==> src/rtl/fp_mant_addsub_pipe.sv <==
// Two-stage sign-magnitude mantissa adder/subtractor feeding the FP normaliser.
// Stage 1 forms sign/carry/magnitude; stage 2 adds zero flag and leading-zero count.
module fp_mant_addsub_pipe #(
  parameter int MW  = 27,
  parameter int LZW = $clog2(MW + 1)
) (
  input  logic           clk,
  input  logic           rst_n,
  input  logic           in_valid,
  output logic           in_ready,
  input  logic           in_sub,
  input  logic           in_s1,
  input  logic           in_s2,
  input  logic [MW-1:0]  in_m1,
  input  logic [MW-1:0]  in_m2,
  output logic           out_valid,
  input  logic           out_ready,
  output logic           out_s,
  output logic           out_c,
  output logic [MW-1:0]  out_m,
  output logic           out_zero,
  output logic [LZW-1:0] out_lzc
);

  logic           v1, v2;
  logic           ready1, ready2;
  logic           take_in, move;
  logic           s2e, eff_add;
  logic [MW:0]    r;
  logic           s_nxt;
  logic           st1_s, st1_c;
  logic [MW-1:0]  st1_m;
  logic           zero1;
  logic [LZW-1:0] lzc1;

  assign ready2    = !v2 || out_ready;
  assign ready1    = !v1 || ready2;
  assign in_ready  = ready1;
  assign take_in   = in_valid && ready1;
  assign move      = v1 && ready2;
  assign out_valid = v2;

  assign s2e     = in_s2 ^ in_sub;
  assign eff_add = (in_s1 == s2e);

  // Equal-magnitude subtract falls through to the defaults: forced +0.
  always_comb begin
    r     = '0;
    s_nxt = 1'b0;
    if (eff_add) begin
      r     = {1'b0, in_m1} + {1'b0, in_m2};
      s_nxt = in_s1;
    end else if (in_m1 > in_m2) begin
      r     = {1'b0, in_m1 - in_m2};
      s_nxt = in_s1;
    end else if (in_m2 > in_m1) begin
      r     = {1'b0, in_m2 - in_m1};
      s_nxt = s2e;
    end
  end

  assign zero1 = !st1_c && (st1_m == '0);

  // Ascending scan: the highest set bit is the last one to write lzc1.
  always_comb begin
    lzc1 = LZW'(MW);
    for (int unsigned i = 0; i < MW; i++) begin
      if (st1_m[i]) lzc1 = LZW'(MW - 1 - i);
    end
    if (st1_c) lzc1 = '0;
  end

  always_ff @(posedge clk or negedge rst_n) begin
    if (!rst_n) begin
      v1       <= 1'b0;
      v2       <= 1'b0;
      st1_s    <= 1'b0;
      st1_c    <= 1'b0;
      st1_m    <= '0;
      out_s    <= 1'b0;
      out_c    <= 1'b0;
      out_m    <= '0;
      out_zero <= 1'b0;
      out_lzc  <= '0;
    end else begin
      if (take_in) begin
        v1    <= 1'b1;
        st1_s <= s_nxt;
        st1_c <= r[MW];
        st1_m <= r[MW-1:0];
      end else if (move) begin
        v1 <= 1'b0;
      end
      if (move) begin
        v2       <= 1'b1;
        out_s    <= st1_s;
        out_c    <= st1_c;
        out_m    <= st1_m;
        out_zero <= zero1;
        out_lzc  <= lzc1;
      end else if (out_ready) begin
        v2 <= 1'b0;
      end
    end
  end

endmodule

==> config.mk <==
export PLATFORM = sky130hd
export DESIGN_NAME = fp_mant_addsub_pipe
export DESIGN_NICKNAME = d
export VERILOG_FILES = /design/src/rtl/fp_mant_addsub_pipe.sv
export SDC_FILE = /design/constraint.sdc
export NUM_CORES = 1
export LEC_CHECK = 0
export ABC_CLOCK_PERIOD_IN_PS = 1700
export CAP_MARGIN = 5
export CORE_MARGIN = 5
export CORE_UTILIZATION = 60
export DETAILED_ROUTE_END_ITERATION = 16
export DONT_BUFFER_PORTS = 1
export HOLD_SLACK_MARGIN = 0.06
export PLACE_DENSITY = 0.76
export REMOVE_ABC_BUFFERS = 1
export SYNTH_ARGS = -nofsm -noshare
export SYNTH_HDL_FRONTEND = slang
export SYNTH_SLANG_ARGS = --single-unit
==> constraint.sdc <==
create_clock -name clk -period 1.7 [get_ports clk]
set_input_delay 0.425 -clock clk [delete_from_list [all_inputs] [get_ports clk]]
set_output_delay 0.425 -clock clk [all_outputs]
set_load 0.01 [all_outputs]
==> results.sh, run 1 <==
export IMPL_status="did not finish"
export IMPL_stop_stage="global routing (5_1_grt)"
export IMPL_error="[ERROR GRT-0232] Routing congestion too high. Check the congestion heatmap in the GUI."
export IMPL_synthCells=935
export IMPL_ys_flop_type="dfrtp_1"
export IMPL_clock_path_buffers=2
export IMPL_synth_top_area_share_pct=22.3
export IMPL_grtUsageTotal_pct=91.4
export IMPL_place_gp_congestion=1.02
export IMPL_row_count=40
export IMPL_clockRootBuffer="clkbuf_16"
export IMPL_synth_seq_cells=66
export IMPL_synth_avg_cell_area_um2=7.94
export IMPL_synthTopCellsByArea="dfrtp_1 22%, ha_1 14%, a21oi_1 5.4%, o21ai_0 4.4%, inv_1 4.3%"
export IMPL_ioPinCount=98
export IMPL_cts_sinks=66
export IMPL_worst_endpoint_kind="sequential cell input"
export IMPL_synth_area_mm2=0.00742
export IMPL_cts_htree_levels=3
export IMPL_ys_warn_count=0
export IMPL_dieWidth_um=121
export IMPL_yosys_cell_types_count=82
export IMPL_die_h_um=121
export IMPL_hpwl_mm=22.0
export IMPL_yosysSeqAreaShare_pct=22.3
export IMPL_grt_max_degree=67
export IMPL_cts_made_buffers=9
export IMPL_async_flop_share_pct=100
export IMPL_overflow=853
export IMPL_yosys_area_top_type="dfrtp_1"
export IMPL_start_util_pct=61.5
export IMPL_io_buffer_count=0
export IMPL_worst_endpoint="st1_m[5]$_DFFE_PN0P_/D"
export IMPL_synth_edf_count=0
==> metal layers <==
metal | GRT overflow | track usage (%)
met1 | 12 | 82.9
met2 | 599 | 116
met3 | 6 | 70.1
met4 | 235 | 106
met5 | 1 | 34.6
==> metrics by stage <==
stage / cells / util, % / area (um^2) / setup slack [ps] / setup TNS (ps)
after global placement: 1325 / 78.2 / 9430 / -1510 / -38170
after CTS: 1367 / 90.0 / 10900 / -910 / -23590
after detailed placement: 1325 / 78.2 / 9430 / -1520 / -40520
after floorplan: 889 / - / 7200 / -1620 / -44760
==> synth_stat cells (11+ instances only) <==
library cell  count
inv_1            86
nor2_1           84
ha_1             81
a21oi_1          80
dfrtp_1          66
o21ai_0          65
nand2_1          58
mux2_2           24
clkbuf_1         23
xnor2_1          23
a21o_1           22
a211oi_1         19
a221o_1          15
nand2b_1         15
buf_2            14
nand3_1          14
nor3_1           13
o31ai_1          13
o21bai_1         12
o221ai_1         12
xor2_1           11
==> logic make-up after synthesis <==
logic type,synth area share [%]
XOR/XNOR,4.01
adder cells (fa/ha/maj),14.5
buffers and inverters,7.43
AO/OA/AOI/OAI,31.5
multiplexers,3.78
AND/OR/NAND/NOR,16.6
flip-flops,22.3
==> what timing repair did <==
| action | CTS |
|---|---|
| hold endpoints to repair | 66 |
| cloned | 1 |
| buffers inserted | 28 |
| resized for setup | 212 |
| endpoints found under the setup margin | 31 |
| pin swaps | 121 |
==> run 2, diff against run 1 <==
--- a/config.mk
+++ b/config.mk
@@ -5,14 +5,13 @@
 export SDC_FILE = /design/constraint.sdc
 export NUM_CORES = 1
 export LEC_CHECK = 0
-export ABC_CLOCK_PERIOD_IN_PS = 1700
+export ABC_CLOCK_PERIOD_IN_PS = 2210
 export CAP_MARGIN = 5
 export CORE_MARGIN = 5
-export CORE_UTILIZATION = 60
+export CORE_UTILIZATION = 40
 export DETAILED_ROUTE_END_ITERATION = 16
 export DONT_BUFFER_PORTS = 1
-export HOLD_SLACK_MARGIN = 0.06
-export PLACE_DENSITY = 0.76
+export PLACE_DENSITY_LB_ADDON = 0.15
 export REMOVE_ABC_BUFFERS = 1
 export SYNTH_ARGS = -nofsm -noshare
 export SYNTH_HDL_FRONTEND = slang
==> constraint.sdc (replaced) <==
create_clock -name clk -period 2.21 [get_ports clk]
set_input_delay 0.5525 -clock clk [delete_from_list [all_inputs] [get_ports clk]]
set_output_delay 0.5525 -clock clk [all_outputs]
set_load 0.01 [all_outputs]
==> run 2 against run 1 <==
Against the previous run: the flow now finishes, with violations (negative setup slack); area after synthesis did not move; synthesized cell count did not move.
==> results.sh, run 2 <==
export IMPL_synth_area_mm2=0.00742
export IMPL_fillers=1578
export IMPL_ioPinCount=98
export IMPL_p_per_area_mw_per_mm2=620
export IMPL_start_util_pct=41.0
export IMPL_clock_path_buffers=2
export IMPL_slew_headroom_pct=32.2
export IMPL_yosys_cell_types_count=82
export IMPL_crit_type="in -> reg"
export IMPL_clockRootBuffer="clkbuf_16"
export IMPL_reg_top3="out_m: 27 flops, st1_m: 27 flops, out_lzc: 5 flops"
export IMPL_die_h_um=146
export IMPL_synth_top_area_share_pct=22.3
export IMPL_drt_wirelength_per_cell_um=18.6
export IMPL_p_total_w=0.00683
export IMPL_drt_iter0_drc=670
export IMPL_violations="negative setup slack"
export IMPL_die_area_mm2=0.0214
export IMPL_synth_avg_cell_area_um2=7.94
export IMPL_rr_worst_depth=5
export IMPL_final_layout_size_suffix_gt1_share_pct=40.2
export IMPL_final_hold_viol_count=0
export IMPL_crit_required_ps=2460
export IMPL_clock_latency_ps=330
export IMPL_min_path_type="in -> async"
export IMPL_io_buffer_count=0
export IMPL_rsz0062_at_grt="yes"
export IMPL_synthTopCellsByCount="86 x inv_1, 84 x nor2_1, 81 x ha_1, 80 x a21oi_1, 66 x dfrtp_1"
export IMPL_period_minus_slack_ps=2810
export IMPL_yosysMostFrequentCell="inv_1"
export IMPL_antenna_found_initial=0
export IMPL_diodes=0
export IMPL_tightest_slew_ps=1010
export IMPL_dp_cells=1373
export IMPL_layout_worst_path_cycle_share_pct=127
export IMPL_row_count=49
export IMPL_vias=8021
export IMPL_grt_pass1_vias=8033
export IMPL_cts_htree_levels=3
export IMPL_grtUsageTotal_pct=24.0
export IMPL_clock_skew_ps=3.67
export IMPL_synthTopCellsByArea="dfrtp_1 22%, ha_1 14%, a21oi_1 5.4%, o21ai_0 4.4%, inv_1 4.3%"
export IMPL_drtAntennaViolNets=0
export IMPL_postPlaceCellArea_mm2=0.00942
export IMPL_setup_viol=29
export IMPL_post_route_drc_count=0
export IMPL_core_mm2=0.0181
export IMPL_fmax_ghz=0.355
export IMPL_ys_flop_type="dfrtp_1"
export IMPL_drtPass1Iterations=5
export IMPL_async_flop_share_pct=100
export IMPL_clk_pin_slew_ps=50
export IMPL_hpwl_mm=20.8
export IMPL_crit_path_start_kind="primary input"
export IMPL_areaGrowthSynthToFinish_pct=48.6
export IMPL_grt_pass1_wl_mm=42.6
export IMPL_mostFrequentLayoutCells="251 x buf_4, 80 x nor2_1, 78 x inv_1, 66 x dfrtp_1, 64 x a21oi_1"
export IMPL_cts_sinks=66
export IMPL_report_final_slew_viol_count=0
export IMPL_synth_seq_cells=66
export IMPL_yosys_area_top_type="dfrtp_1"
export IMPL_pre_cts_ws_ps=-1240
export IMPL_synthCells=935
export IMPL_max_vdd_ir_drop_mv=0.451
export IMPL_num_nets_final=1323
export IMPL_routed_wl_mm=26.3
export IMPL_routed_via_density=5.68
export IMPL_p_leak_nw=5.05
export IMPL_drv_cap=0
export IMPL_synth_edf_count=0
export IMPL_end_kind="flip-flop"
export IMPL_place_gp_congestion=0.945
export IMPL_mostFrequentLayoutCell="buf_4"
export IMPL_path_max_fanout=3
export IMPL_grt_max_degree=67
export IMPL_yosysSeqAreaShare_pct=22.3
export IMPL_cts_made_buffers=9
export IMPL_worst_slack_ps=-604
export IMPL_fin_area_mm2=0.0110
export IMPL_dieWidth_um=146
export IMPL_overflow=0
export IMPL_status="complete, but fails checks"
export IMPL_cts_tree="done"
export IMPL_ys_warn_count=0
export IMPL_finalNonFillerCells=1412
export IMPL_arrival_ps=3060
export IMPL_worst_hold_slack_ps=89.6
==> run 2: path summary, 6_finish.rpt <==
| check | startpoint | slack [ps] | endpoint |
|---|---|---|---|
| max in group asynchronous | rst_n | 1830 | st1_m[22]$_DFFE_PN0P_ |
| hold / removal | rst_n | 90 | v1$_DFFE_PN0P_ |
| min in group clk | in_valid | 340 | v1$_DFFE_PN0P_ |
| hold reg to reg | st1_s$_DFFE_PN0P_ | 480 | st1_s$_DFFE_PN0P_ |
| setup reg to reg | out_valid$_DFFE_PN0P_ | 140 | st1_m[26]$_DFFE_PN0P_ |
| setup / recovery | in_m2[4] | -600 | st1_m[25]$_DFFE_PN0P_ |
==> run 2: layout make-up <==
class	count	area [um^2]	share of cell area, %
clock buffer	10	239	2.17
clock inverter	6	80.1	0.726
inverter	87	338	3.06
multi-input combinational	736	6180	56.0
sequential	66	1650	15.0
tap	229	287	2.60
timing repair buffer	278	2250	20.4
==> run 2: kinds of logic (layout without fill, tap and decap cells) <==
| kind of cell | Yosys count | after routing | synth area share, % |
|---|---|---|---|
| simple gates | 250 | 250 | 16.6 |
| buf+inv | 133 | 381 | 7.43 |
| compound gates | 343 | 343 | 31.5 |
| xor+xnor | 34 | 34 | 4.01 |
| fa+ha+maj | 84 | 84 | 14.5 |
| mux | 25 | 25 | 3.78 |
| flops | 66 | 66 | 22.3 |
==> run 2: what timing repair did <==
item,4_1_cts,5_1_grt
endpoints found under the hold margin,66,0
hold buffers,1,0
gates cloned,1,0
pin swaps,77,55
endpoints found under the setup margin,29,29
buffers inserted,19,7
resized for setup,161,72
==> run 2: power by group <==
part           switching [W]  internal, W
Clock               0.000485      0.00101
Combinational        0.00164      0.00165
Sequential          0.000475      0.00157
==> run 2: metal layers <==
| layer | GRT usage (%) | vias up | part of all wire [%] |
|---|---|---|---|
| met5 | 0 | - | 0 |
| met4 | 4.56 | 0 | 0.99 |
| met3 | 4.62 | 25 | 6.8 |
| met2 | 37.6 | 246 | 45 |
| met1 | 34.7 | 3841 | 47 |
| li1 | - | 3909 | - |
==> run 2: per-stage QoR <==
stage / TNS (ps) / util [%]
finish: -13730 / 61.0
global route: -15900 / 61.0
CTS: -14020 / 58.9
detailed placement: -28900 / 52.1
global placement: -28130 / 52.1
floorplan: -27190 / -
==> run 2: critical path: stages <==
cell	delay, ps
ha_4	220
buf_6	110
a21o_1	170
or3_4	350
o21ai_2	200
a311oi_2	160
a211o_1	350
a211o_1	350
o22a_1	210
o221a_2	270
o21ai_1	110
Power figures use the tool's default switching activity.
==> run 3, diff against run 2 <==
--- a/config.mk
+++ b/config.mk
@@ -12,7 +12,6 @@
 export DETAILED_ROUTE_END_ITERATION = 16
 export DONT_BUFFER_PORTS = 1
 export PLACE_DENSITY_LB_ADDON = 0.15
-export REMOVE_ABC_BUFFERS = 1
 export SYNTH_ARGS = -nofsm -noshare
 export SYNTH_HDL_FRONTEND = slang
 export SYNTH_SLANG_ARGS = --single-unit
==> run 3 against run 2 <==
Against the previous run: the run still ends with negative setup slack left; sequential share of layout area shrank 0.18 points; clock-buffer cell count grew 1; sequential power is essentially flat; critical path depth grew 1; register-to-register slack lost 60 ps; combinational power grew 3%; hold slack gained 18 ps; first-iteration DRC count shrank 16%; die area is the same; total power grew 1.1%; global-route usage grew 0.83 points; utilization grew 0.75 points; critical path type unchanged.
==> results.sh, run 3 (synthesized netlist as in run 2, its figures left out) <==
export IMPL_cts_htree_levels=3
export IMPL_layout_worst_path_cycle_share_pct=127
export IMPL_startpoint="in_m1[12]"
export IMPL_drt_wirelength_per_cell_um=19.2
export IMPL_ioPinCount=98
export IMPL_period_minus_slack_ps=2800
export IMPL_place_gp_congestion=0.967
export IMPL_end_kind="flip-flop"
export IMPL_fin_area_mm2=0.0112
export IMPL_clock_path_buffers=2
export IMPL_io_buffer_count=0
export IMPL_slew_headroom_pct=21.6
export IMPL_routed_via_density=5.70
export IMPL_met2_length_mm=12.1
export IMPL_clock_skew_ps=5.24
export IMPL_worst_hold_slack_ps=108
export IMPL_clockRootBuffer="clkbuf_16"
export IMPL_finish_utilization_pct=61.8
export IMPL_cts_tree="done"
export IMPL_fmax_ghz=0.357
export IMPL_vias=8093
export IMPL_final_hold_viol_count=0
export IMPL_highest_layer="met4"
export IMPL_num_nets_final=1332
export IMPL_drt_iter0_drc=564
export IMPL_post_route_drc_count=0
export IMPL_wl_met3_mm=1.61
export IMPL_mostFrequentLayoutCell="buf_4"
export IMPL_setup_viol=29
export IMPL_mostFrequentLayoutCells="251 x buf_4, 80 x nor2_1, 71 x inv_1, 66 x dfrtp_1, 62 x a21oi_1"
export IMPL_pre_cts_ws_ps=-1030
export IMPL_clk_pin_slew_ps=50
export IMPL_min_path_type="in -> async"
export IMPL_overflow=0
export IMPL_hpwl_mm=21.4
export IMPL_reg_top3="out_m: 27 flops, st1_m: 27 flops, out_lzc: 5 flops"
export IMPL_crit_path_start_kind="primary input"
export IMPL_antenna_found_initial=0
export IMPL_dp_cells=1363
export IMPL_grtUsageTotal_pct=24.8
export IMPL_drv_cap=0
export IMPL_grt_max_degree=67
export IMPL_grt_pass1_vias=8109
export IMPL_path_max_fanout=14
export IMPL_drtPass1Iterations=8
export IMPL_r2r_start="out_valid$_DFFE_PN0P_"
export IMPL_tightest_slew_ps=1170
export IMPL_start_util_pct=41.0
export IMPL_max_vdd_ir_drop_mv=0.480
export IMPL_finalNonFillerCells=1419
export IMPL_die_area_mm2=0.0214
export IMPL_diodes=0
export IMPL_row_count=49
export IMPL_fillers=1632
export IMPL_drtAntennaViolNets=0
export IMPL_wl_met1_mm=13.1
export IMPL_multi_input_area_mm2=0.00623
export IMPL_cts_made_buffers=9
export IMPL_cts_sinks=66
export IMPL_p_per_area_mw_per_mm2=619
export IMPL_violations="negative setup slack"
export IMPL_report_final_slew_viol_count=0
export IMPL_p_leak_nw=5.11
export IMPL_seq_area_mm2=0.00165
export IMPL_dieWidth_um=146
export IMPL_clock_latency_ps=330
export IMPL_core_mm2=0.0181
export IMPL_crit_required_ps=2420
export IMPL_die_h_um=146
export IMPL_final_layout_size_suffix_gt1_share_pct=41.5
export IMPL_arrival_ps=3010
export IMPL_synth_fp_nets=1080
export IMPL_grt_pass1_wl_mm=43.7
export IMPL_postPlaceCellArea_mm2=0.00963
export IMPL_routed_wl_mm=27.2
export IMPL_areaGrowthSynthToFinish_pct=50.5
export IMPL_status="complete, but fails checks"
export IMPL_worst_slack_ps=-592
export IMPL_rsz0062_at_grt="yes"
export IMPL_crit_type="in -> reg"
-- run 3: cell types whose count changed in the layout (fill, tap and decap cells not counted), moves of 3 or more --
cell	change
buf_6	+11
inv_1	-7
a211oi_2	+6
nand2_1	-6
o21ai_2	+5
a211oi_1	-4
nand2_4	+4
o21ai_1	-4
clkinv_2	-3
inv_2	+3
o21ai_4	-3
-- run 3: critical path, stage by stage --
cell and delay (ps):
inv_2 20, ha_4 290, a21oi_1 310, o211ai_1 140, a32oi_2 300, a31oi_4 160
buf_6 150, o21a_4 200, buf_12 150, a221o_1 310, and3_1 160, a221o_1 250
-- run 3: path summary, 6_finish.rpt --
check                      depth (start not counted)               endpoint  slack [ps]
max                                               12   st1_m[4]$_DFFE_PN0P_        -590
max in group asynchronous                          1  out_m[24]$_DFFE_PN0P_        1840
min in group clk                                   1         v1$_DFFE_PN0P_         330
min reg2reg                                        2      st1_s$_DFFE_PN0P_         480
min                                                1   out_m[2]$_DFFE_PN0P_         110
max reg2reg                                        5  st1_m[15]$_DFFE_PN0P_          80
-- run 3: metal layers --
metal  global-route usage [%]  vias to the layer above
met5                        0                        -
met4                     5.08                        0
met3                     3.84                       31
met2                     39.2                      248
met1                     36.1                     3889
li1                         -                     3925
-- run 3: final cells by class --
class                           instances  area share, %
Clock buffer                           11           2.17
Inverter                               87           3.32
Multi-Input combinational cell        737           55.8
Clock inverter                          3          0.583
Tap cell                              229           2.57
Sequential cell                        66           14.8
Timing Repair Buffer                  286           20.8
-- run 3: power breakdown --
part	leakage (nW)	switching (W)	internal (W)
clock network	0.151	0.000479	0.00100
registers	0.814	0.000479	0.00157
logic	4.14	0.00169	0.00169
total	5.11	0.00265	0.00427
-- run 3: repair_timing --
action / in CTS / in global routing
buffers inserted: 31 / 11
gates resized for setup: 160 / 57
cloned: 1 / 0
endpoints found under the setup margin: 29 / 29
hold buffers: 1 / 0
pin swaps: 62 / 53
hold endpoints to repair: 66 / 0
-- run 3: stage by stage --
| stage | TNS [ps] | total power (W) |
|---|---|---|
| 2_1_floorplan | -17110 | 0.00368 |
| 3_3_place_gp | -25090 | 0.00485 |
| 3_5_place_dp | -25020 | 0.00488 |
| 4_1_cts | -12350 | 0.00671 |
| 5_1_grt | -15350 | 0.00732 |
| 6_report | -12910 | 0.00691 |
